===== config.mk =====
export PLATFORM = sky130hd
export DESIGN_NAME = cpu_run_monitor_flat
export DESIGN_NICKNAME = d
export VERILOG_FILES = /design/src/rtl/cpu_run_monitor_if.sv /design/src/rtl/cpu_run_monitor.sv /design/src/flat_wrapper.sv
export SDC_FILE = /design/constraint.sdc
export NUM_CORES = 1
export LEC_CHECK = 0
export ABC_AREA = 1
export CORE_ASPECT_RATIO = 0.75
export CORE_MARGIN = 2
export CORE_UTILIZATION = 58
export CTS_BUF_LIST = sky130_fd_sc_hd__clkbuf_8
export DETAILED_ROUTE_END_ITERATION = 12
export GPL_TIMING_DRIVEN = 0
export PLACE_DENSITY = 0.89
export SLEW_MARGIN = 15
export SYNTH_ARGS = -nofsm -noshare
export SYNTH_HDL_FRONTEND = slang
export SYNTH_SLANG_ARGS = --single-unit

===== constraint.sdc =====
create_clock -name clk -period 5.64 [get_ports clk]
set_input_delay 1.41 -clock clk [delete_from_list [all_inputs] [get_ports clk]]
set_output_delay 1.41 -clock clk [all_outputs]
set_load 0.02 [all_outputs]

===== src/rtl/cpu_run_monitor_if.sv =====
// Writeback log stream between the run monitor (master) and its consumer (slave).
`timescale 1ns/1ps
interface cpu_run_monitor_if #(
    parameter int unsigned PC_W = 32
) ();
    logic            log_valid;
    logic            log_ready;
    logic [PC_W-1:0] log_pc;
    logic [4:0]      log_addr;
    logic [31:0]     log_data;

    modport master (output log_valid, log_pc, log_addr, log_data, input log_ready);
    modport slave  (input log_valid, log_pc, log_addr, log_data, output log_ready);
endinterface


===== src/rtl/cpu_run_monitor.sv =====
// Run controller for the single-cycle MIPS core: holds the core in reset, counts
// cycles/retires, detects program end or timeout, and logs register writebacks.
`timescale 1ns/1ps
module cpu_run_monitor #(
    parameter int unsigned PC_W        = 32,
    parameter int unsigned CNT_W       = 32,
    parameter int unsigned RST_CYCLES  = 4,
    parameter int unsigned STALL_LIMIT = 8,
    parameter int unsigned TIMEOUT     = 100000,
    parameter logic [31:0] HALT_INSTR  = 32'h0000000c,
    parameter int unsigned LOG_DEPTH   = 4
) (
    input  logic                     clk,
    input  logic                     reset,
    input  logic                     start,
    output logic                     cpu_reset,
    input  logic [PC_W-1:0]          pc,
    input  logic [31:0]              instr,
    input  logic                     retire,
    input  logic                     wb_en,
    input  logic [4:0]               wb_addr,
    input  logic [31:0]              wb_data,
    output logic                     running,
    output logic                     done,
    output logic                     timed_out,
    output logic                     overflow,
    output logic [CNT_W-1:0]         cycle_cnt,
    output logic [CNT_W-1:0]         instr_cnt,
    cpu_run_monitor_if.master        log_if
);

    localparam int unsigned RST_W  = (RST_CYCLES > 1) ? $clog2(RST_CYCLES) : 1;
    localparam int unsigned SAME_W = $clog2(STALL_LIMIT + 1);
    localparam int unsigned PTR_W  = $clog2(LOG_DEPTH);
    localparam int unsigned FCNT_W = PTR_W + 1;
    localparam logic [CNT_W-1:0] CNT_MAX = '1;

    typedef enum logic [1:0] {S_IDLE, S_RST, S_RUN, S_DONE} state_t;

    typedef struct packed {
        logic [PC_W-1:0] pc;
        logic [4:0]      addr;
        logic [31:0]     data;
    } log_entry_t;

    state_t              state;
    state_t              state_nxt;
    logic                start_run;
    logic [RST_W-1:0]    rst_cnt;

    logic [PC_W-1:0]     last_pc;
    logic                last_vld;
    logic [SAME_W-1:0]   same_cnt;

    log_entry_t          mem [LOG_DEPTH];
    logic [PTR_W-1:0]    wr_ptr;
    logic [PTR_W-1:0]    rd_ptr;
    logic [FCNT_W-1:0]   fcnt;
    logic [FCNT_W-1:0]   fcnt_nxt;
    log_entry_t          head;
    log_entry_t          head_nxt;
    log_entry_t          entry_in;
    logic                log_valid_q;

    logic in_run, ret_run, same_hit, halt_instr, halt_stall, halt, tmo;
    logic push, pop, full, wr_ok;

    // Run-state decode shared by the FSM, counters and log
    always_comb begin
        in_run     = (state == S_RUN);
        ret_run    = in_run && retire;
        same_hit   = last_vld && (pc == last_pc);
        halt_instr = ret_run && (instr == HALT_INSTR);
        halt_stall = ret_run && same_hit && (same_cnt == SAME_W'(STALL_LIMIT - 1));
        halt       = halt_instr || halt_stall;
        tmo        = in_run && !halt && (cycle_cnt == CNT_W'(TIMEOUT - 1));
        push       = ret_run && wb_en && (wb_addr != 5'd0);
        pop        = log_valid_q && log_if.log_ready;
        full       = (fcnt == FCNT_W'(LOG_DEPTH));
        wr_ok      = push && (!full || pop);
        entry_in   = {pc, wb_addr, wb_data};
    end

    always_ff @(posedge clk or negedge reset) begin
        if (!reset) state <= S_IDLE;
        else        state <= state_nxt;
    end

    always_comb begin
        state_nxt = state;
        start_run = 1'b0;
        case (state)
            S_IDLE, S_DONE: begin
                if (start) begin
                    state_nxt = S_RST;
                    start_run = 1'b1;
                end
            end
            S_RST:   if (rst_cnt == '0) state_nxt = S_RUN;
            S_RUN:   if (halt || tmo) state_nxt = S_DONE;
            default: state_nxt = S_IDLE;
        endcase
    end

    // Status outputs follow the next state so they line up with the state register
    always_ff @(posedge clk or negedge reset) begin
        if (!reset) begin
            rst_cnt   <= '0;
            cpu_reset <= 1'b1;
            running   <= 1'b0;
            done      <= 1'b0;
            timed_out <= 1'b0;
            overflow  <= 1'b0;
        end else begin
            cpu_reset <= (state_nxt != S_RUN);
            running   <= (state_nxt == S_RUN);
            done      <= (state_nxt == S_DONE);
            if (start_run)
                rst_cnt <= RST_W'(RST_CYCLES - 1);
            else if (state == S_RST && rst_cnt != '0)
                rst_cnt <= rst_cnt - RST_W'(1);
            if (start_run)  timed_out <= 1'b0;
            else if (tmo)   timed_out <= 1'b1;
            if (start_run)            overflow <= 1'b0;
            else if (push && !wr_ok)  overflow <= 1'b1;
        end
    end

    // cycle_cnt freezes on the exit cycle, so it ends holding the index of the last RUN cycle
    always_ff @(posedge clk or negedge reset) begin
        if (!reset) begin
            cycle_cnt <= '0;
            instr_cnt <= '0;
            last_pc   <= '0;
            last_vld  <= 1'b0;
            same_cnt  <= '0;
        end else if (start_run) begin
            cycle_cnt <= '0;
            instr_cnt <= '0;
            last_vld  <= 1'b0;
            same_cnt  <= '0;
        end else begin
            if (in_run && state_nxt == S_RUN && cycle_cnt != CNT_MAX)
                cycle_cnt <= cycle_cnt + CNT_W'(1);
            if (ret_run && instr_cnt != CNT_MAX)
                instr_cnt <= instr_cnt + CNT_W'(1);
            if (ret_run) begin
                last_pc  <= pc;
                last_vld <= 1'b1;
                same_cnt <= same_hit ? same_cnt + SAME_W'(1) : SAME_W'(1);
            end
        end
    end

    // Next occupancy and next registered head entry
    always_comb begin
        case ({wr_ok, pop})
            2'b10:   fcnt_nxt = fcnt + FCNT_W'(1);
            2'b01:   fcnt_nxt = fcnt - FCNT_W'(1);
            default: fcnt_nxt = fcnt;
        endcase
        if (start_run) fcnt_nxt = '0;

        head_nxt = head;
        if (fcnt_nxt == '0)
            head_nxt = '0;
        else if (fcnt == '0)
            head_nxt = entry_in;
        else if (pop)
            head_nxt = (fcnt == FCNT_W'(1)) ? entry_in : mem[rd_ptr + PTR_W'(1)];
    end

    always_ff @(posedge clk) begin
        if (wr_ok) mem[wr_ptr] <= entry_in;
    end

    always_ff @(posedge clk or negedge reset) begin
        if (!reset) begin
            wr_ptr      <= '0;
            rd_ptr      <= '0;
            fcnt        <= '0;
            head        <= '0;
            log_valid_q <= 1'b0;
        end else begin
            fcnt        <= fcnt_nxt;
            head        <= head_nxt;
            log_valid_q <= (fcnt_nxt != '0);
            if (start_run) begin
                wr_ptr <= '0;
                rd_ptr <= '0;
            end else begin
                if (wr_ok) wr_ptr <= wr_ptr + PTR_W'(1);
                if (pop)   rd_ptr <= rd_ptr + PTR_W'(1);
            end
        end
    end

    assign log_if.log_valid = log_valid_q;
    assign log_if.log_pc    = head.pc;
    assign log_if.log_addr  = head.addr;
    assign log_if.log_data  = head.data;

endmodule


===== src/flat_wrapper.sv =====
// flat-port wrapper written by rule: the top's interface ports become plain ports
module cpu_run_monitor_flat 
#(
    parameter int unsigned PC_W        = 32,
    parameter int unsigned CNT_W       = 32,
    parameter int unsigned RST_CYCLES  = 4,
    parameter int unsigned STALL_LIMIT = 8,
    parameter int unsigned TIMEOUT     = 100000,
    parameter logic [31:0] HALT_INSTR  = 32'h0000000c,
    parameter int unsigned LOG_DEPTH   = 4
)
  (clk, reset, start, cpu_reset, pc, instr, retire, wb_en, wb_addr, wb_data, running, done, timed_out, overflow, cycle_cnt, instr_cnt, log_if_log_valid, log_if_log_pc, log_if_log_addr, log_if_log_data, log_if_log_ready);
  cpu_run_monitor_if #(.PC_W(PC_W)) log_if_i ();
  input  logic clk;
  input  logic reset;
  input  logic start;
  output logic cpu_reset;
  input  logic [PC_W-1:0] pc;
  input  logic [31:0] instr;
  input  logic retire;
  input  logic wb_en;
  input  logic [4:0] wb_addr;
  input  logic [31:0] wb_data;
  output logic running;
  output logic done;
  output logic timed_out;
  output logic overflow;
  output logic [CNT_W-1:0] cycle_cnt;
  output logic [CNT_W-1:0] instr_cnt;
  output wire logic [$bits(log_if_i.log_valid)-1:0] log_if_log_valid;
  output wire logic [$bits(log_if_i.log_pc)-1:0] log_if_log_pc;
  output wire logic [$bits(log_if_i.log_addr)-1:0] log_if_log_addr;
  output wire logic [$bits(log_if_i.log_data)-1:0] log_if_log_data;
  input wire logic [$bits(log_if_i.log_ready)-1:0] log_if_log_ready;
  assign log_if_log_valid = log_if_i.log_valid;
  assign log_if_log_pc = log_if_i.log_pc;
  assign log_if_log_addr = log_if_i.log_addr;
  assign log_if_log_data = log_if_i.log_data;
  assign log_if_i.log_ready = log_if_log_ready;
  cpu_run_monitor #(.PC_W(PC_W), .CNT_W(CNT_W), .RST_CYCLES(RST_CYCLES), .STALL_LIMIT(STALL_LIMIT), .TIMEOUT(TIMEOUT), .HALT_INSTR(HALT_INSTR), .LOG_DEPTH(LOG_DEPTH)) u_core (.clk(clk), .reset(reset), .start(start), .cpu_reset(cpu_reset), .pc(pc), .instr(instr), .retire(retire), .wb_en(wb_en), .wb_addr(wb_addr), .wb_data(wb_data), .running(running), .done(done), .timed_out(timed_out), .overflow(overflow), .cycle_cnt(cycle_cnt), .instr_cnt(instr_cnt), .log_if(log_if_i));
endmodule

After elaboration in Yosys (flattened, before gate mapping)
Memories as Yosys holds them, arrays and structs flattened.
Index checks and enable logic that the tools add are counted.
Widths: inputs -> output; s select.
{ "totals": {"ff_bits": 187, "ramBits": 276, "output_inout_bits": 139, "word_cells": 118, "memories": 1} }
{ "mem_list": {"columns": ["memory", "depth", "width", "rd", "rd_clocked_by_memory_dff", "write_ports", "line", "rtl"], "rows": [
  ["u_core.mem", 4, 69, 1, 0, 1, "cpu_run_monitor.sv:55", "log_entry_t mem [LOG_DEPTH];"]
]} }
{ "op_classes": {"n_addsub": 8, "n_eq_ne": 16, "muxes": 33, "bitwise": 1, "n_reduce_logical": 40} }
{ "ops": {"columns": ["cell", "n"], "rows": [
  ["$mux 69", 4],
  ["$mux 32", 4],
  ["$add 32x1->32 const B", 2],
  ["$ne 32x32->1 const B", 2],
  ["$eq 32x17->1 const B", 1],
  ["$eq 32x32->1", 1],
  ["$eq 32x4->1 const B", 1],
  ["$mux 2", 9],
  ["$reduce_bool 2->1", 9],
  ["$logic_and 1x1->1", 16],
  ["$mux 4", 3],
  ["$eq 2x2->1 const B", 5],
  ["$mux 1", 10],
  ["$logic_not 3->1", 2],
  ["$pmux 2 s3", 1],
  ["$pmux 3 s2", 1],
  ["$reduce_bool 3->1", 2],
  ["$reduce_bool 5->1", 1],
  ["$add 2x1->2 const B", 2],
  ["$add 4x1->4 const B", 1],
  ["$eq 2x1->1 const B", 2],
  ["$eq 4x3->1 const B", 1],
  ["$logic_not 2->1", 2],
  ["$add 3x1->3 const B", 1],
  ["11 further kinds", 15]
]} }

Depth between registers and ports, before layout
{ "depth": {"depth_word": 16, "ltp_mapped": 18, "depth_no_buf": 17} }

Worst setup path before layout
OpenSTA, ideal clock, no wires.
{ "synth_timing": {"path_kind": "input port to flip-flop", "from": "in retire", "to": "mem u_core.mem[0][0] (netlist name), enable pin", "setup_time_ns": 0.496, "arrival_time_ns": 5.006, "setup_slack_ns": 0.138, "path_stages": 6, "path_buffers": 0, "cell_sequence": "nand2_1 inv_1 o311ai_0 nor2_1 inv_2 nor2_1"} }
{ "synth_between": {"elab_chain_cells": 6} }
{ "synth_rtl": {"columns": ["element", "line", "rtl"], "rows": [
  ["start, declared", "flat_wrapper.sv:20", "input logic retire;"],
  ["$logic_and 1x1->1", "cpu_run_monitor.sv:71", "ret_run = in_run && retire;"],
  ["$logic_and 1x1->1 (2 in series)", "cpu_run_monitor.sv:77", "push = ret_run && wb_en && (wb_addr != 5'd0);"],
  ["$logic_and 1x1->1", "cpu_run_monitor.sv:80", "wr_ok = push && (!full || pop);"],
  ["$mux 1", "cpu_run_monitor.sv:174", "if (wr_ok) mem[wr_ptr] <= entry_in;"],
  ["$mux 1 (not written as such)", "cpu_run_monitor.sv:174", null],
  ["end, declared", "cpu_run_monitor.sv:55", null]
]} }
Every way passes these cells.

Final worst setup path
{ "layout_timing": {"from": "in wb_addr[0]", "to": "reg u_core.head, in the netlist u_core.log_if.log_pc[25]"} }
{ "layout_between": {"elab_chain_cells": 8} }
{ "layout_rtl": {"columns": ["element", "line", "rtl"], "rows": [
  ["start, declared", "flat_wrapper.sv:22", "input logic [4:0] wb_addr;"],
  ["$reduce_bool 5->1 (*)", "cpu_run_monitor.sv:77", null],
  ["$logic_and 1x1->1 (*)", "cpu_run_monitor.sv:77", null],
  ["$logic_and 1x1->1 (*)", "cpu_run_monitor.sv:80", null],
  ["$eq 2x1->1 or $eq 2x2->1 (tied branches)", "cpu_run_monitor.sv:157", "case ({wr_ok, pop})"],
  ["$pmux 3 s2 (*)", "cpu_run_monitor.sv:157", null],
  ["$mux 3 (*)", "cpu_run_monitor.sv:162", "if (start_run) fcnt_nxt = '0;"],
  ["via u_core.fcnt_nxt[2]", "cpu_run_monitor.sv:59", "logic [FCNT_W-1:0] fcnt_nxt;"],
  ["$logic_not 3->1 (*)", "cpu_run_monitor.sv:165", "if (fcnt_nxt == '0)"],
  ["$reduce_bool 3->1 (no line) or $mux 69 (tied branches)", null, null],
  ["end signal, assigned", "cpu_run_monitor.sv:186", "head <= head_nxt;"],
  ["end, declared", "cpu_run_monitor.sv:60", "log_entry_t head;"]
]} }
Mark *: on every way through the listed nets, which the timed path passes. The rest lies on a longest branch.
A chain may end at the register's enable or synchronous reset.

==> summary.md <==
* 445 mW/mm2 — power density over cell area
* 463 — count of state elements after synthesis
* 1,960 — count of mapped cells out of synthesis
* 21.2 um — average detailed-routed wire length per instance
* 0.914 — final weighted congestion of routability-driven global placement
* 0 — DRC errors left
* 8.27% — layout cell share with drive strength beyond 1
* 69 — number of CTS-inserted buffers
* 5.33% — met3 global-route usage
* 2,412 — Final nets
* 245 — number of I/O port buffers
* 3 — buffers from clock root to sink, at most
* 0 — number of violations of the max-capacitance limit
* 0 — number of pins exceeding their max-slew limit in the final report
* 2,190 — number of DRC markers after the initial detailed-route iteration
* 63.5% — sequential-to-total area share from yosys stat
* 98 — largest net degree at the start of global routing
* 0 — # resized after CTS
* wb_addr[0] — launch point of the critical path
* 1070 ps — slew at the pin closest to its max-slew limit
* 0 — Post-CTS Hold Buffers
* 0.0112 W — power after layout
* 0.279 mV — peak supply drop
* 86.1% — Final period util
* reg -> reg — type of the most critical hold path
* 17,000 — total via count in the routed design
* 570 ps — longest individual stage delay on the worst path
* 72.6% — utilization after layout
* 6.06 — routed via count divided by cell count
* input port — sort of element at the start of the critical path
* 0 — Final Hold Fails
* 59.4 mm — aggregate routed wire length
* 620 ps — Clock Latency Late Sink
* 3 — number of levels the H-tree was split into
* yes — clock tree from TritonCTS
* 0 — Final setup violation count
* met2 — GRT Max-Usage Layer
* u_core.last_pc[16] — launch point of the worst hold path
* 53 — post-synth cell types
* 0.0347 mm2 — core footprint
* 59 — site row count
* 91.5 mm — wire length of the first global-routing pass
* 0 — warning count from the yosys run
* 6 — Pre-Repair DR Iteration Count
* 23.2% — area growth from synthesis to layout
* 40.9 mm — placed wire-length estimate
* 463 — number of sinks on the clock net
* 5350 ps — critical path arrival
* sky130_fd_sc_hd__edfxtp_1 — Primary FF master, synth
* 40.4% — async set or reset register ratio after synthesis
* 167 um — DIE HEIGHT
* 9.63 nW — Static Leak
* 10 — critical path fanouts, max
* 5 — initial antenna violation count
* 60 ps — clock slew seen by the registers of the worst setup and hold paths
* 0.0204 mm2 — mapped cell area
* 276 — number of synthesized flops with an enable pin
* sky130_fd_sc_hd__clkbuf_8 — Root Buffer Master
* 0 — # Post-CTS Setup Buffers
* 0.206 GHz — max frequency
* 6140 ps — required time of the critical path
* 10.4 um2 — average instance area after synthesis
* 32.4% — GRT Util Overall
* 29.0 ps — Clock Skew
* 4860 ps — time the worst path needs with I/O delays and setup
* in -> reg — critical path type
* completed — run status
* 48.0% — met1 capacity usage during global routing
* 58.9% — Initial Utilization
* 221 um — width of the die
* clkdlybuf4s50_1 > or3_1 > o311ai_0 > nor2_1 > inv_2 > ha_1 > inv_1 > nor2_1 > nor4_1 > nor3_1 > or3_1 > buf_2 > buf_2 > o21ai_0 > a31oi_1 — cells along the critical path
* 0 — number of antenna-violating nets in the routed design
* flop — kind of end point of the critical path
* 2,083 — Mapped Nets
* sky130_fd_sc_hd__o311ai_0 — cell with the largest stage delay on the worst path
* 48.5% — met2 layer usage reported by global route
* 16,500 — via count of the first global-routing pass
* 28.7% — Max-slew headroom
* u_core.state[0] — launch point of the worst reg-to-reg path
* no — RSZ-0062 raised after global routing
* 0 — total global routing overflow
* 0.0368 mm2 — die area
* 246 — Top-Level Pins
* 2,354 — Filler cells
==> cells in the final DEF, fill, tap and decap left out, types with 19 or more instances in the layout <==
cell type / count
sky130_fd_sc_hd__a21oi_1: 89
sky130_fd_sc_hd__a31oi_1: 70
sky130_fd_sc_hd__buf_2: 23
sky130_fd_sc_hd__clkbuf_1: 63
sky130_fd_sc_hd__clkbuf_8: 77
sky130_fd_sc_hd__clkdlybuf4s50_1: 244
sky130_fd_sc_hd__dfrtp_1: 186
sky130_fd_sc_hd__edfxtp_1: 276
sky130_fd_sc_hd__inv_1: 163
sky130_fd_sc_hd__nand2_1: 442
sky130_fd_sc_hd__nand3_1: 52
sky130_fd_sc_hd__nand4_1: 19
sky130_fd_sc_hd__nor2_1: 117
sky130_fd_sc_hd__nor3_1: 40
sky130_fd_sc_hd__nor4_1: 25
sky130_fd_sc_hd__o21ai_0: 112
sky130_fd_sc_hd__o22ai_1: 138
sky130_fd_sc_hd__xor2_1: 32
==> final cells by class <==
class | count | area, um2 | share of cell area [%]
clock inverters | 53 | 320 | 1.27
inverters | 142 | 533 | 2.12
diodes | 6 | 15.0 | 0.0596
repair buffers | 258 | 2790 | 11.1
flip-flops and latches | 463 | 13000 | 51.5
multi-input cells | 1250 | 6420 | 25.5
plain buffers | 105 | 543 | 2.16
well taps | 457 | 572 | 2.27
clock buffers | 74 | 1020 | 4.04
==> report_power, final <==
group          leakage [nW]  switching, W  total [W]  internal (W)
registers              4.98      0.000213    0.00421       0.00399
logic                  3.84       0.00295    0.00433       0.00137
clock network         0.815       0.00134    0.00268       0.00133
==> routing by layer <==
| metal | vias to the layer above | wire, um |
|---|---|---|
| li1 | 7588 | - |
| met1 | 8251 | 24800 |
| met2 | 1024 | 26900 |
| met3 | 151 | 5730 |
| met4 | 0 | 2020 |
| met5 | - | 0 |
==> kinds of logic (layout without fill, tap and decap cells) <==
logic type	count (synthesis)	after routing	synth area share, %
AOI/OAI and AO/OA	450	450	12.7
xor gates and xnor gates	48	48	2.06
adders and majority gates	16	16	0.980
buffers and inverters	247	632	5.27
DFF	463	463	63.5
other	0	6	0
and+or+nand+nor	736	736	15.5
==> synth_stat cells (all sizes together), types with 3 or more instances <==
cell,number,area share (%)
xor2,32,1.4
ha,16,0.98
o22ai,138,4.2
clkbuf,66,1.4
buf,37,1.2
nor3,46,1.3
a21oi,89,2.2
xnor2,16,0.69
a211oi,3,0.11
edfxtp,276,41
nor4,26,0.87
a31oi,70,2.1
o31ai,14,0.51
nand3,55,1.4
dfrtp,186,23
o21ai,126,3.1
nand4,20,0.69
nor2,128,2.5
nand2,455,8.6
inv,141,2.6
==> stage by stage <==
stage               std cells  hold slack, ps  instance area [um2]  setup slack (ps)  TNS [ps]
floorplan                1960             461                20400               138         0
global placement         2662             475                23500             -4890  -1642560
detailed placement       2675             479                23800               325         0
CTS                      2802             496                25200               892         0
global route             2805             528                25200               560         0
finish                   2808             496                25200               785         0
==> critical path: cells and delay by family <==
kind / cells / cell delay [ps]
simple gates: 6 / 1220
fa+ha+maj: 1 / 260
buf+inv: 5 / 1470
compound gates: 3 / 970
==> registers in the layout (all words and copies together) (netlist names) <==
register                 count
u_core.log_if.log_addr       5
u_core.wr_ptr                2
u_core.log_if.log_pc        32
u_core.overflow              1
u_core.last_pc              32
u_core.rst_cnt               2
u_core.log_if.log_data      32
u_core.mem                 276
u_core.timed_out             1
u_core.fcnt                  3
u_core.same_cnt              4
u_core.log_if.log_valid      1
u_core.last_vld              1
u_core.cycle_cnt            32
u_core.state                 2
u_core.running               1
u_core.instr_cnt            32
u_core.done                  1
u_core.rd_ptr                2
u_core.cpu_reset             1
==> final timing paths <==
| check | to | slack, ps | cells past startpoint |
|---|---|---|---|
| setup / recovery | u_core.log_if.log_pc[25] | 780 | 15 |
| hold / removal | u_core.last_pc[16] | 500 | 2 |
| setup reg to reg | u_core.log_if.log_pc[25] | 1760 | 16 |
| hold reg to reg | u_core.last_pc[16] | 500 | 2 |
| max in group asynchronous | u_core.cpu_reset | 3800 | 2 |
| min in group asynchronous | u_core.instr_cnt[24] | 830 | 1 |
Note: power is estimated with default switching activity, not from simulation.
